`src/rtl/ctr_block_serializer.sv`:
```
// Serializes a captured multi-block CTR ciphertext message into 128-bit beats with byte-keep masks.
// Optional CTR_SER_ZERO_PAD_EN: bytes outside the keep mask are forced to zero.
module ctr_block_serializer #(
  parameter int NUM_BLOCKS = 8
) (
  input  logic                      clk,
  input  logic                      rst,
  input  logic [NUM_BLOCKS*128-1:0] text_in,
  input  logic [7:0]                len_bytes,
  input  logic                      load_valid,
  output logic                      load_ready,
  output logic [127:0]              out_data,
  output logic [15:0]               out_keep,
  output logic [2:0]                out_idx,
  output logic                      out_last,
  output logic                      out_valid,
  input  logic                      out_ready,
  output logic                      done
);

  localparam logic [0:0] IDLE   = 1'b0;
  localparam logic [0:0] STREAM = 1'b1;
  localparam int         MAX_LEN = NUM_BLOCKS * 16;

  logic [0:0]                   state_q;
  logic [NUM_BLOCKS-1:0][127:0] blk_q;
  logic [7:0]                   len_q;
  logic [2:0]                   idx_q;
  logic                         done_q;

  logic       streaming;
  logic [7:0] len_sat;
  logic [2:0] last_idx;
  logic       is_last;
  logic [15:0] keep_last, keep_cur;
  logic [127:0] raw, pad;

  assign streaming = (state_q == STREAM);
  assign len_sat   = (int'(len_bytes) > MAX_LEN) ? 8'(MAX_LEN) : len_bytes;
  // len_q is never zero while streaming, so (len-1)/16 is the final block index
  assign last_idx  = 3'((len_q - 8'd1) >> 4);
  assign is_last   = (idx_q == last_idx);

  always_comb begin
    keep_last = '0;
    for (int i = 0; i < 16; i++)
      keep_last[i] = (len_q[3:0] == 4'd0) || (4'(i) < len_q[3:0]);
  end

  assign keep_cur = is_last ? keep_last : 16'hFFFF;
  assign raw      = blk_q[idx_q];

`ifdef CTR_SER_ZERO_PAD_EN
  for (genvar i = 0; i < 16; i++) begin : g_pad
    assign pad[8*i +: 8] = keep_cur[i] ? raw[8*i +: 8] : 8'h00;
  end
`else
  assign pad = raw;
`endif

  assign load_ready = !streaming;
  assign out_valid  = streaming;
  assign out_data   = streaming ? pad : '0;
  assign out_keep   = streaming ? keep_cur : '0;
  assign out_last   = streaming && is_last;
  assign out_idx    = idx_q;
  assign done       = done_q;

  always_ff @(posedge clk) begin
    if (rst) begin
      state_q <= IDLE;
      idx_q   <= '0;
      done_q  <= 1'b0;
      len_q   <= '0;
    end else begin
      done_q <= 1'b0;
      case (state_q)
        IDLE: begin
          // zero-length loads are consumed silently
          if (load_valid && len_bytes != 8'd0) begin
            blk_q   <= text_in;
            len_q   <= len_sat;
            idx_q   <= '0;
            state_q <= STREAM;
          end
        end
        default: begin
          if (out_ready) begin
            if (is_last) begin
              state_q <= IDLE;
              idx_q   <= '0;
              done_q  <= 1'b1;
            end else begin
              idx_q <= idx_q + 3'd1;
            end
          end
        end
      endcase
    end
  end

endmodule

```
`config.mk`:
```
export PLATFORM = sky130hd
export DESIGN_NAME = ctr_block_serializer
export DESIGN_NICKNAME = d
export VERILOG_FILES = /design/src/rtl/ctr_block_serializer.sv
export SDC_FILE = /design/constraint.sdc
export NUM_CORES = 1
export LEC_CHECK = 0
export ABC_AREA = 1
export CAP_MARGIN = 10
export CORE_AREA = 5 5 458 460
export CTS_CLUSTER_SIZE = 10
export DETAILED_ROUTE_END_ITERATION = 10
export DIE_AREA = 0 0 463 465
export SYNTH_ARGS = -nofsm -noshare
export SYNTH_HDL_FRONTEND = slang
export SYNTH_SLANG_ARGS = --single-unit
```
`constraint.sdc`:
```
create_clock -name clk -period 76.4 [get_ports clk]
set_input_delay 15.28 -clock clk [delete_from_list [all_inputs] [get_ports clk]]
set_output_delay 15.28 -clock clk [all_outputs]
set_load 0.03 [all_outputs]
```
Word-level counts from Yosys, hierarchy flattened:

Cells that the tools add are included.

* $add $sub $neg: 2
* mux-type cells: 15
* bitwise gates (word level): 3
* equality and inequality tests: 2
* $lt $le $gt $ge: 18
* reductions and logical operators: 26

Operator list (number)
* $bmux W128 S3: 1
* $mux W128: 2
* $lt A4 B4 Y1 const A: 8
* $mux W16: 2
* $logic_or A1 B1 Y1: 16
* $lt A3 B4 Y1 const A: 4
* $mux W3: 4
* $gt A8 B8 Y1 const B: 1
* $lt A1 B4 Y1 const A: 2
* $lt A2 B4 Y1 const A: 2
* $reduce_bool A8 Y1: 1
* $mux W7: 1
* $sub A7 B1 Y7 const B: 1
* $mux W1: 5
* $logic_not A4 Y1: 1
* $lt A3 B4 Y1 const B: 1
* $reduce_and A2 Y1: 2
* $add A3 B1 Y3 const B: 1
* $eq A3 B3 Y1: 1
* $not A1 Y1: 3
* $reduce_and A3 Y1: 1
* $reduce_or A3 Y1: 1
* $logic_and A1 B1 Y1: 2
* $ne A2 B2 Y1 const B: 1
* 2 further kinds: 2

* output and inout bits: 151
* logic and storage cells: 78
* flip-flop bits (word level): 1036

Depth between registers and ports, before layout:

* depth after elaboration: 5
* mapped depth: 10

Worst setup path before layout:

OpenSTA, ideal clock, no wires.

* path type: input to register
* start point: input len_bytes[7]
* end point: register blk_q[0] (netlist bit) (enable)
* library setup time: 2446 ps
* path slack: 15445 ps
* stages: 7
* arrival time: 58508 ps
* cell sequence: inv_1 > nand3_1 > o21ai_0 > or2_2 > clkbuf_1 > buf_4 > nor2_1

* word-level cells in the longest chain between the ends: 3

Ends and longest elaborated chain
* from (decl): line 9 `input logic [7:0] len_bytes,`
* $reduce_bool A8 Y1: line 80 `if (load_valid && len_bytes != 8'd0) begin`
* $logic_and A1 B1 Y1: line 80
* $reduce_and A3 Y1 (no source line)
* to (signal assigned): line 81 `blk_q <= text_in;`
* to (decl): line 26 `logic [NUM_BLOCKS-1:0][127:0] blk_q;`

Every way passes these cells.
A chain may end at the register's enable or synchronous reset.

Worst setup path in the final report:

* start point: register idx_q[0] (netlist: out_idx[0])
* end point: output out_data[119]

* word-level cells in the longest chain between the ends: 3

Ends and longest elaborated chain
* from (decl): line 28 `logic [2:0] idx_q;`
* from (signal assigned): line 94 `idx_q <= idx_q + 3'd1;`
* $bmux W128 S3: line 51 `assign raw = blk_q[idx_q];`
* $mux W128 (implied by the code): line 51
* $mux W128: line 63 `assign out_data = streaming ? pad : '0;`
* to (decl): line 12 `output logic [127:0] out_data,`

Every way passes these cells. The select of a mux whose other input is x is not followed.

==> flow_summary_export.csv <==
group,metric,value,unit
global_routing,grt_pass1_wl,243900,um
finish,final_cell_mix,"clkdlybuf4s50_1, edfxtp_1, nor2_1",
critical_path,worstSetupPathType,"flop to output port",
cts,cts.reportedPaths.clkPinSlew,0.06,ns
timing,worst_slack,55.40,ns
drt,viasPerCell,4.398,
cts,clkSinkCount,1036,
die,chipHeight,465,um
cts,cts_resized,0,
finish,synthToLayoutAreaGrowth,45.15,%
power,irDropWorstVdd,19.24,uV
finish,final_util,0.2843,
logic_synthesis,ys_types,33,
cts,cts_buffer_depth,3,
logic_synthesis,synth_edf_count,1024,
global_routing,track_usage,0.1591,
critical_path,r2r-start,"out_valid",
place,dp_slack,54.68,ns
die,boundaryPins,1187,
cts,cts_buffers,119,
die,die_w,463,um
drt,drt_iter0_drc,2682,
drt,wl,179900,um
logic_synthesis,ys_seq_elements,1036,
timing,hold_ws,0.4902,ns
global_routing,antenna_found_initial,77,
logic_synthesis,yosysSeqAreaShare,0.7695,
critical_path,ff2ff_path_depth,8,
timing,report.final.slew_viol_count,0,
cts,htree_levels,3,
logic_synthesis,syn-num-nets,4088,
timing,fin_skew,0.03746,ns
hold_path,min_from,"len_q[6]",
hold_path,whs_path_depth,2,
cts,cts_setup_buffers,0,
logic_synthesis,synth_area,40270,um^2
timing,post-route-min-period,21.00,ns
cts,postCtsHoldBufs,0,
global_routing,grt_start_max_net_pins,164,
global_routing,grt_pass1_vias,31205,
drt,avgRoutedWirePerCell,25.80,um
timing,tightest_slew,1.316,ns
place,portBuffers,1186,
power,power_density,22.98,nW/um^2
critical_path,cp-start-kind,"flop",
finish,drive_above_1_share,0.04585,
timing,min_period_over_period,0.2749,
die,rows,167,
place,gp_congestion,0.9094,
critical_path,crit_required,61.12,ns
drt,drc,0,
logic_synthesis,async_reset_ff_frac,0,
global_routing,grt.overflow.total,0,
finish,mostFrequentLayoutCell,"clkdlybuf4s50_1",
place,hpwl,133300,um
hold_path,hold_path.class,"flop to flop",
die,start_util,0.1959,
timing,fmaxAchievable,0.04762,GHz
drt,first_pass_iters,6,
timing,slew_headroom,0.1224,
job,drv_cap,0,
critical_path,cp_max_fo,163,
timing,tns,0,ns
timing,setup_viol,0,
logic_synthesis,yosysWarnings,0,
timing,finalHoldViolations,0,
drt,num_vias,30670,
drt,ant_nets,0,
finish,fillers,21126,
cts,clkLatencyLatePin,0.76,ns
critical_path,r2r_slack,69.81,ns
cts,root_buffer,"clkbuf_16",
cts,cts_tree,"done",
die,coreArea,205600,um^2
critical_path,cp-end-kind,"output port",
run_status,status,"finished clean",
power,power_leakage,19.23,nW
critical_path,cp_data_arrival_time,5.72,ns
logic_synthesis,synth_flop_cell,"edfxtp_1",
logic_synthesis,synth_cells,3051,
timing,rsz0062_at_grt,"false",
die,die_area,215300,um^2
logic_synthesis,postSynthAreaPerCell,13.20,um^2
finish,nets,5221,
critical_path,startpoint,"out_idx[0]",
power,power,1.344,mW
## logic make-up after synthesis
kind of cell             count (synthesis)  synth area share
AND/OR/NAND/NOR                        846           0.08034
XOR/XNOR                                 2         0.0004350
flip-flops                            1036            0.7695
adder cells (fa/ha/maj)                  1         0.0003106
buffers and inverters                  243           0.02638
AO/OA/AOI/OAI                          923            0.1231
## cell type report
class	instances	area, um^2	area share
clock buffer	143	3078	0.05265
tap	2704	3383	0.05788
antenna	39	97.59	0.001669
timing repair buffer	1230	12230	0.2092
multi-input combinational	1772	8229	0.1408
sequential	1036	31000	0.5304
clock inverter	25	305.3	0.005222
inverter	25	132.6	0.002269
## Yosys cell counts (2+ instances only)
master | number | area, um^2
dfxtp_1 | 12 | 240.2
inv_2 | 2 | 7.510
o21ai_0 | 557 | 2788
buf_6 | 5 | 56.30
edfxtp_1 | 1024 | 30750
clkbuf_1 | 132 | 495.5
nand2_2 | 2 | 12.51
o21ai_1 | 94 | 470.5
nor3_1 | 2 | 10.01
nand2_1 | 36 | 135.1
inv_1 | 21 | 78.83
nand3_1 | 11 | 55.05
a21oi_1 | 13 | 65.06
buf_1 | 7 | 26.28
clkbuf_2 | 6 | 30.03
buf_4 | 6 | 45.04
o22ai_1 | 256 | 1602
nor2_1 | 789 | 2962
buf_2 | 62 | 310.3
## flip-flops by register name (all words and copies together), names as in the netlist
name and cells:
len_q 7, out_valid 1, out_idx 3, blk_q 1024, done 1
## per-layer routing
metal / vias up / wire length (um) / global-route usage
met1: 15219 / 65810 / 0.1789
met5: - / 117 / 0
met4: 22 / 7379 / 0.06520
met2: 1578 / 89410 / 0.2757
li1: 13544 / - / -
met3: 307 / 17180 / 0.05515
## worst max-delay path: stages, from the launching register on
cell	delay, ns
dfxtp_4	0.87
clkinv_16	0.45
buf_12	0.39
buf_4	0.58
buf_4	0.38
o21ai_0	0.21
o22ai_1	0.09
o21ai_0	0.79
nor2_1	0.13
clkdlybuf4s50_1	0.66
## power by group
group          switching [mW]  total [mW]  internal (mW)
combinational          0.0866       0.161         0.0741
sequential            0.00989       0.663          0.653
clock                   0.229       0.520          0.291
## per-stage QoR
step / cell area, um^2 / cells
after global routing: 58420 / 6959
after global placement: 54980 / 6767
after floorplan: 40270 / 3051
final: 58460 / 6974
after CTS: 58360 / 6935
after detailed placement: 54980 / 6767
## worst paths after layout
check / end
worst max-delay path: out_data[119]
worst max register to register: blk_q[386]
worst min-delay path: len_q[6]
worst min register to register: len_q[6]
No activity file was read; power rests on OpenSTA's default activity.
